## src/rtl/multdiv_pkg.sv

```systemverilog
// Shared constants, ALU opcodes and FSM state encoding for the multiply/divide sequencer.
package multdiv_pkg;
  localparam int MD_WIDTH = 32;
  localparam int MD_CNT_W = 6;

  localparam logic [4:0] ALU_ADD = 5'b00000;
  localparam logic [4:0] ALU_SUB = 5'b00001;

  typedef enum logic [2:0] {
    S_IDLE     = 3'd0,
    S_MUL_ITER = 3'd1,
    S_DIV_NEGA = 3'd2,
    S_DIV_NEGB = 3'd3,
    S_DIV_ITER = 3'd4,
    S_DIV_FIX  = 3'd5,
    S_DONE     = 3'd6
  } md_state_e;
endpackage

```

## src/rtl/multdiv_iter_counter.sv

```systemverilog
// Iteration counter for the multiply/divide loops: counts 0..WIDTH-1, flags the last step.
module multdiv_iter_counter
  import multdiv_pkg::*;
#(
  parameter int WIDTH = MD_WIDTH,
  parameter int CNT_W = MD_CNT_W
) (
  input  logic clock,
  input  logic resetn,
  input  logic clr,
  input  logic en,
  output logic last
);

  logic [CNT_W-1:0] cnt_q, cnt_d;

  always_comb begin
    cnt_d = cnt_q;
    if (clr)     cnt_d = '0;
    else if (en) cnt_d = cnt_q + 1'b1;
  end

  always_ff @(posedge clock or negedge resetn) begin
    if (!resetn) cnt_q <= '0;
    else         cnt_q <= cnt_d;
  end

  assign last = (cnt_q == CNT_W'(WIDTH - 1));

endmodule

```

## src/rtl/multdiv_seq_ctrl.sv

```systemverilog
// Multiply (radix-2 Booth) / divide (restoring) sequencer driving an external ADD/SUB ALU.
// Divide path is built only when MULTDIV_DIV_EN is defined; otherwise DIV reports an exception.
//
// state      | meaning
// S_IDLE     | waiting for ctrl_MULT / ctrl_DIV
// S_MUL_ITER | one Booth add/sub + arithmetic shift per cycle, 32 cycles
// S_DIV_NEGA | |A| via ALU 0-A
// S_DIV_NEGB | |B| via ALU 0-B, remainder cleared
// S_DIV_ITER | one restoring shift/subtract per cycle, 32 cycles
// S_DIV_FIX  | negate quotient when operand signs differ
// S_DONE     | result valid, RDY pulse; a new start may be accepted here
module multdiv_seq_ctrl
  import multdiv_pkg::*;
#(
  parameter int WIDTH = MD_WIDTH,
  parameter int CNT_W = MD_CNT_W
) (
  input  logic             clock,
  input  logic             resetn,
  input  logic             ctrl_MULT,
  input  logic             ctrl_DIV,
  input  logic [WIDTH-1:0] data_operandA,
  input  logic [WIDTH-1:0] data_operandB,
  output logic [WIDTH-1:0] alu_a,
  output logic [WIDTH-1:0] alu_b,
  output logic [4:0]       alu_opcode,
  input  logic [WIDTH-1:0] alu_result,
  output logic [WIDTH-1:0] data_result,
  output logic             data_exception,
  output logic             data_resultRDY,
  output logic             busy
);

  md_state_e        state_q, state_d;
  logic [WIDTH-1:0] m_q, m_d;
  logic [WIDTH-1:0] qr_q, qr_d;
  logic [WIDTH-1:0] phi_q, phi_d;
  logic             q1_q, q1_d;
  logic [WIDTH-1:0] result_q, result_d;
  logic             exc_q, exc_d;
  logic             rdy_q, rdy_d;
  logic             busy_q, busy_d;
  logic             cnt_clr, cnt_en, cnt_last;
  logic [WIDTH-1:0] mul_phi_nxt, mul_q_nxt;

`ifdef MULTDIV_DIV_EN
  logic [WIDTH-1:0] b_q, b_d;
  logic             sign_q, sign_d;
  logic [WIDTH-1:0] r_sh, q_sh;

  assign r_sh = {phi_q[WIDTH-2:0], qr_q[WIDTH-1]};
  assign q_sh = {qr_q[WIDTH-2:0], 1'b0};
`endif

  // Arithmetic right shift of {alu_result, Q, q_1}
  assign mul_phi_nxt = {alu_result[WIDTH-1], alu_result[WIDTH-1:1]};
  assign mul_q_nxt   = {alu_result[0], qr_q[WIDTH-1:1]};

  multdiv_iter_counter #(
    .WIDTH (WIDTH),
    .CNT_W (CNT_W)
  ) u_iter_cnt (
    .clock  (clock),
    .resetn (resetn),
    .clr    (cnt_clr),
    .en     (cnt_en),
    .last   (cnt_last)
  );

  always_comb begin
    state_d    = state_q;
    m_d        = m_q;
    qr_d       = qr_q;
    phi_d      = phi_q;
    q1_d       = q1_q;
    result_d   = result_q;
    exc_d      = exc_q;
    rdy_d      = 1'b0;
`ifdef MULTDIV_DIV_EN
    b_d        = b_q;
    sign_d     = sign_q;
`endif
    cnt_clr    = 1'b0;
    cnt_en     = 1'b0;
    alu_a      = '0;
    alu_b      = '0;
    alu_opcode = ALU_ADD;

    case (state_q)
      S_MUL_ITER: begin
        cnt_en = 1'b1;
        alu_a  = phi_q;
        case ({qr_q[0], q1_q})
          2'b01:   alu_b = m_q;
          2'b10: begin
            alu_b      = m_q;
            alu_opcode = ALU_SUB;
          end
          default: alu_b = '0;
        endcase
        phi_d = mul_phi_nxt;
        qr_d  = mul_q_nxt;
        q1_d  = qr_q[0];
        if (cnt_last) begin
          state_d  = S_DONE;
          result_d = mul_q_nxt;
          exc_d    = (mul_phi_nxt != {WIDTH{mul_q_nxt[WIDTH-1]}});
          rdy_d    = 1'b1;
        end
      end
`ifdef MULTDIV_DIV_EN
      S_DIV_NEGA: begin
        alu_b      = m_q;
        alu_opcode = ALU_SUB;
        qr_d       = m_q[WIDTH-1] ? alu_result : m_q;
        state_d    = S_DIV_NEGB;
      end
      S_DIV_NEGB: begin
        alu_b      = b_q;
        alu_opcode = ALU_SUB;
        b_d        = b_q[WIDTH-1] ? alu_result : b_q;
        phi_d      = '0;
        cnt_clr    = 1'b1;
        state_d    = S_DIV_ITER;
      end
      S_DIV_ITER: begin
        cnt_en     = 1'b1;
        alu_a      = r_sh;
        alu_b      = b_q;
        alu_opcode = ALU_SUB;
        // Magnitudes are unsigned, so |B| = 2^31 still compares correctly
        if (r_sh >= b_q) begin
          phi_d = alu_result;
          qr_d  = q_sh | {{(WIDTH-1){1'b0}}, 1'b1};
        end else begin
          phi_d = r_sh;
          qr_d  = q_sh;
        end
        if (cnt_last) state_d = S_DIV_FIX;
      end
      S_DIV_FIX: begin
        if (sign_q) begin
          alu_b      = qr_q;
          alu_opcode = ALU_SUB;
          result_d   = alu_result;
        end else begin
          result_d   = qr_q;
        end
        exc_d   = 1'b0;
        rdy_d   = 1'b1;
        state_d = S_DONE;
      end
`endif
      S_DONE:  state_d = S_IDLE;
      default: state_d = S_IDLE;
    endcase

    if (state_q == S_IDLE || state_q == S_DONE) begin
      if (ctrl_MULT) begin
        state_d = S_MUL_ITER;
        m_d     = data_operandA;
        qr_d    = data_operandB;
        phi_d   = '0;
        q1_d    = 1'b0;
        cnt_clr = 1'b1;
      end else if (ctrl_DIV) begin
`ifdef MULTDIV_DIV_EN
        if (data_operandB == '0) begin
          state_d  = S_DONE;
          result_d = '0;
          exc_d    = 1'b1;
          rdy_d    = 1'b1;
        end else begin
          state_d = S_DIV_NEGA;
          m_d     = data_operandA;
          b_d     = data_operandB;
          sign_d  = data_operandA[WIDTH-1] ^ data_operandB[WIDTH-1];
        end
`else
        state_d  = S_DONE;
        result_d = '0;
        exc_d    = 1'b1;
        rdy_d    = 1'b1;
`endif
      end
    end
  end

  assign busy_d = (state_d != S_IDLE);

  always_ff @(posedge clock or negedge resetn) begin
    if (!resetn) begin
      state_q  <= S_IDLE;
      m_q      <= '0;
      qr_q     <= '0;
      phi_q    <= '0;
      q1_q     <= 1'b0;
      result_q <= '0;
      exc_q    <= 1'b0;
      rdy_q    <= 1'b0;
      busy_q   <= 1'b0;
`ifdef MULTDIV_DIV_EN
      b_q      <= '0;
      sign_q   <= 1'b0;
`endif
    end else begin
      state_q  <= state_d;
      m_q      <= m_d;
      qr_q     <= qr_d;
      phi_q    <= phi_d;
      q1_q     <= q1_d;
      result_q <= result_d;
      exc_q    <= exc_d;
      rdy_q    <= rdy_d;
      busy_q   <= busy_d;
`ifdef MULTDIV_DIV_EN
      b_q      <= b_d;
      sign_q   <= sign_d;
`endif
    end
  end

  assign data_result    = result_q;
  assign data_exception = exc_q;
  assign data_resultRDY = rdy_q;
  assign busy           = busy_q;

endmodule

```

## config.mk

```make
export PLATFORM = sky130hd
export DESIGN_NAME = multdiv_seq_ctrl
export DESIGN_NICKNAME = d
export VERILOG_FILES = /design/src/rtl/multdiv_pkg.sv /design/src/rtl/multdiv_iter_counter.sv /design/src/rtl/multdiv_seq_ctrl.sv
export SDC_FILE = /design/constraint.sdc
export NUM_CORES = 1
export LEC_CHECK = 0
export BUFFER_PORTS_ARGS = -buffer_cell sky130_fd_sc_hd__buf_2
export CAP_MARGIN = 20
export CORE_MARGIN = 2
export CORE_UTILIZATION = 52
export CTS_BUF_LIST = sky130_fd_sc_hd__clkbuf_8
export DETAILED_ROUTE_END_ITERATION = 10
export GPL_TIMING_DRIVEN = 0
export PLACE_DENSITY = 0.84
export SETUP_SLACK_MARGIN = 0.3
export SLEW_MARGIN = 10
export SYNTH_ARGS = -nofsm -noshare
export SYNTH_HDL_FRONTEND = slang
export SYNTH_SLANG_ARGS = --single-unit
```

## constraint.sdc

```tcl
create_clock -name clock -period 2.55 [get_ports clock]
set_input_delay 0 -clock clock [delete_from_list [all_inputs] [get_ports clock]]
set_output_delay 0 -clock clock [all_outputs]
set_load 0.03 [all_outputs]
```

==> impl_metrics.env <==
export IMPL_ys_seq_area_share_pct=56.77
export IMPL_crit_fanout=10
export IMPL_synth_cell_type_count=35
export IMPL_reg2regPathDepth=5
export IMPL_ys_flop_type="dfrtp_1"
export IMPL_yosys_warnings=0
export IMPL_fin_total_pwr_mw=9.632
export IMPL_synthArstFlopShare_pct=100.0
export IMPL_nFillCells=752
export IMPL_grt_pass1_vias=5845
export IMPL_io_pins=204
export IMPL_skew_ns=0.01265
export IMPL_drt_iter0_drc=419
export IMPL_final_cell_mix="buf_2 (199), dfrtp_1 (141), nand2_1 (101)"
export IMPL_clkSlewWorstSetupHoldPaths_ns=0.08
export IMPL_seq_area_um2=3528
export IMPL_numCtsBuffers=17
export IMPL_clock_latency_ns=0.43
export IMPL_min_period_ns=2.170
export IMPL_p_clk_share_pct=17.2
export IMPL_intPower_mw=5.633
export IMPL_start_kind="register"
export IMPL_maxCapViolations=0
export IMPL_cp_end_kind="output pin"
export IMPL_cp_slowest_cell="dfrtp_1"
export IMPL_avgRoutedWirePerCell_um=17.17
export IMPL_cpPeakStageDelay_ns=0.43
export IMPL_vdd_drop_max_mv=0.5998
export IMPL_dp_cells=922
export IMPL_final_antenna_net_count=0
export IMPL_syn_to_final_growth_pct=43.99
export IMPL_routed_wl_um=18190
export IMPL_tns_ns=0
export IMPL_arrival_ns=2.17
export IMPL_vias=5736
export IMPL_layoutNonFillerInstCount=1059
export IMPL_path_class="register to output pin"
export IMPL_p_per_area_nw_per_um2=1076
export IMPL_portBuffers=198
export IMPL_cts_tree="yes"
export IMPL_power_switching_mw=3.999
export IMPL_netlist_instances=577
export IMPL_reg2reg_to="data_result[11]"
export IMPL_finalHoldViolCount=0
export IMPL_drive_above_1_share_pct=32.86
export IMPL_drc_errors=0
export IMPL_path_cells="or3b_4, buf_6, nor2_4, buf_12, buf_6, and2_1, buf_4"
export IMPL_rows=39
export IMPL_grt_util_all_layers_pct=28.51
export IMPL_dp_hpwl_um=11240
export IMPL_place_ws_ns=0.02956
export IMPL_cp_required_ns=2.55
export IMPL_die_height_um=113.3
export IMPL_fmaxAchievable_ghz=0.4609
export IMPL_multi_input_area_um2=2511
export IMPL_min_path_type="input pin to asynchronous set/reset pin"
export IMPL_overflow=0
export IMPL_r2r_start="state_q[0]"
export IMPL_antenna_found_initial=0
export IMPL_synth_seq_cells=141
export IMPL_r2r_slack_ns=0.42
export IMPL_via_per_inst=5.416
export IMPL_worst_slew_pin_slew_ns=0.7209
export IMPL_gp_congestion=0.8739
export IMPL_cts_buffer_depth=2
export IMPL_setup_viol=0
export IMPL_cp_common_cell="buf_6"
export IMPL_syn_avg_cell_area_um2=10.77
export IMPL_leakagePower_nw=4.503
export IMPL_finalNetCount=1005
export IMPL_comb_power_share_pct=46.0
export IMPL_cts_max_level=4
export IMPL_p_seq_share_pct=36.8
export IMPL_synth_edff_count=0
export IMPL_status="finished, final reports clean"
export IMPL_p_sw_share_pct=41.52
export IMPL_die_x_um=113.3
export IMPL_start_util_pct=53.74
export IMPL_first_pass_iters=6
export IMPL_dieArea_um2=12840
export IMPL_final_common_cell="buf_2"
export IMPL_netlist_area_um2=6215
export IMPL_min_period_over_period_pct=85.08
export IMPL_grt_start_max_net_pins=77
export IMPL_rsz0062_at_grt="false"
export IMPL_cts_root_buffer_cell="clkbuf_8"
export IMPL_coreArea_um2=11560
export IMPL_relSlewSlack_pct=51.94
export IMPL_postLayoutSetupSlackWorst_ns=0.3805
export IMPL_clock_sinks=141
export IMPL_diodes=0
export IMPL_final_max_slew_viol_count=0
export IMPL_grt_first_pass_wirelength_um=28570
[cells in the mapped netlist (all sizes together) (2+ instances only)]
cell      n  share of area [%]
clkbuf   22                1.3
inv       5               0.30
nand4     7               0.70
nor3      5               0.40
nand3     5               0.40
nor4      3               0.30
or3       2               0.20
a21oi    34                2.7
xor2      3               0.42
nand2   101                6.1
or4       3               0.36
mux2     32                5.8
mux2i    32                5.2
a31oi     2               0.20
ha        2               0.40
nor3b     2               0.24
dfrtp   141                 57
o21ai    34                2.7
buf      21                1.8
a22o     34                4.8
nor2     11               0.66
and2     65                6.5
[power groups by stage]
stage          clock network [mW]  registers (mW)  logic, mW
4_1_cts                      1.69            3.51       4.15
3_5_place_dp                    0            3.55       3.94
3_3_place_gp                    0            3.49       3.80
5_1_grt                      1.79            3.63       4.78
2_1_floorplan                   0            3.41       2.90
6_report                     1.66            3.54       4.43
[timing repair]
item | 4_1_cts | 5_1_grt
resized for setup | 17 | 33
hold buffers | 98 | 0
endpoints found under the setup margin | 120 | 81
buffers inserted | 3 | 2
pin swaps | 2 | 1
hold endpoints to repair | 162 | 0
gates cloned | 0 | 2
[layer usage]
layer  GRT usage, %  vias to the layer above  wire, um
met5              0                        -         0
met2          49.06                      260      9357
li1               -                     2627         -
met4          10.98                        0       482
met1          34.89                     2810      7190
met3          6.909                       39      1155
[state kept, by name (all words and copies together), names as in the netlist]
signal,flops
data_result,32
m_q,32
phi_q,32
qr_q,32
u_iter_cnt.cnt_q,6
state_q,3
busy,1
data_exception,1
data_resultRDY,1
q1_q,1
[worst max-delay path: cells and delay by family, from the launching register on]
family / cells / cell delay (ns)
buf+inv: 4 / 0.60
simple gates: 3 / 0.69
flops: 1 / 0.43
[cells by family after synthesis]
kind of cell / share of synthesized area, %
compound gates: 11.17
xor+xnor: 0.5638
fa+ha+maj: 0.4026
buf+inv: 3.423
flops: 56.77
mux: 10.95
other cells: 0.06034
simple gates: 16.65
[through the flow]
step / area [um2] / hold WS (ns) / util [%]
after global placement: 7396 / 0.2071 / 63.95
after CTS: 8842 / 0.1164 / 76.46
final: 8949 / 0.1219 / 77.38
after floorplan: 6226 / -0.2956 / -
after detailed placement: 7430 / 0.03380 / 64.24
after global routing: 8949 / 0.1359 / 77.38
[final cells by class]
type                       count  share of cell area (%)
buffer                        43                   2.629
clock buffer                  18                   2.768
clock inverter                14                   1.342
inverter                       5                  0.2097
multi-input combinational    391                   28.06
sequential                   141                   39.43
tap                          143                   1.999
timing repair buffer         304                   23.56
[how the worst max path moves through the flow]
stage                    start                  end  slack [ns]  depth (start not counted)
floorplan           state_q[2]      data_result[10]        0.74                          5
global placement        resetn              m_q[11]       -0.33                          1
detailed placement  state_q[2]            phi_q[28]        0.03                          5
CTS                 state_q[2]            alu_b[22]        0.26                          6
global route        state_q[2]  u_iter_cnt.cnt_q[0]        0.29                          6
finish              state_q[0]            alu_b[12]        0.38                          7
(Power assumes the default switching activity.)
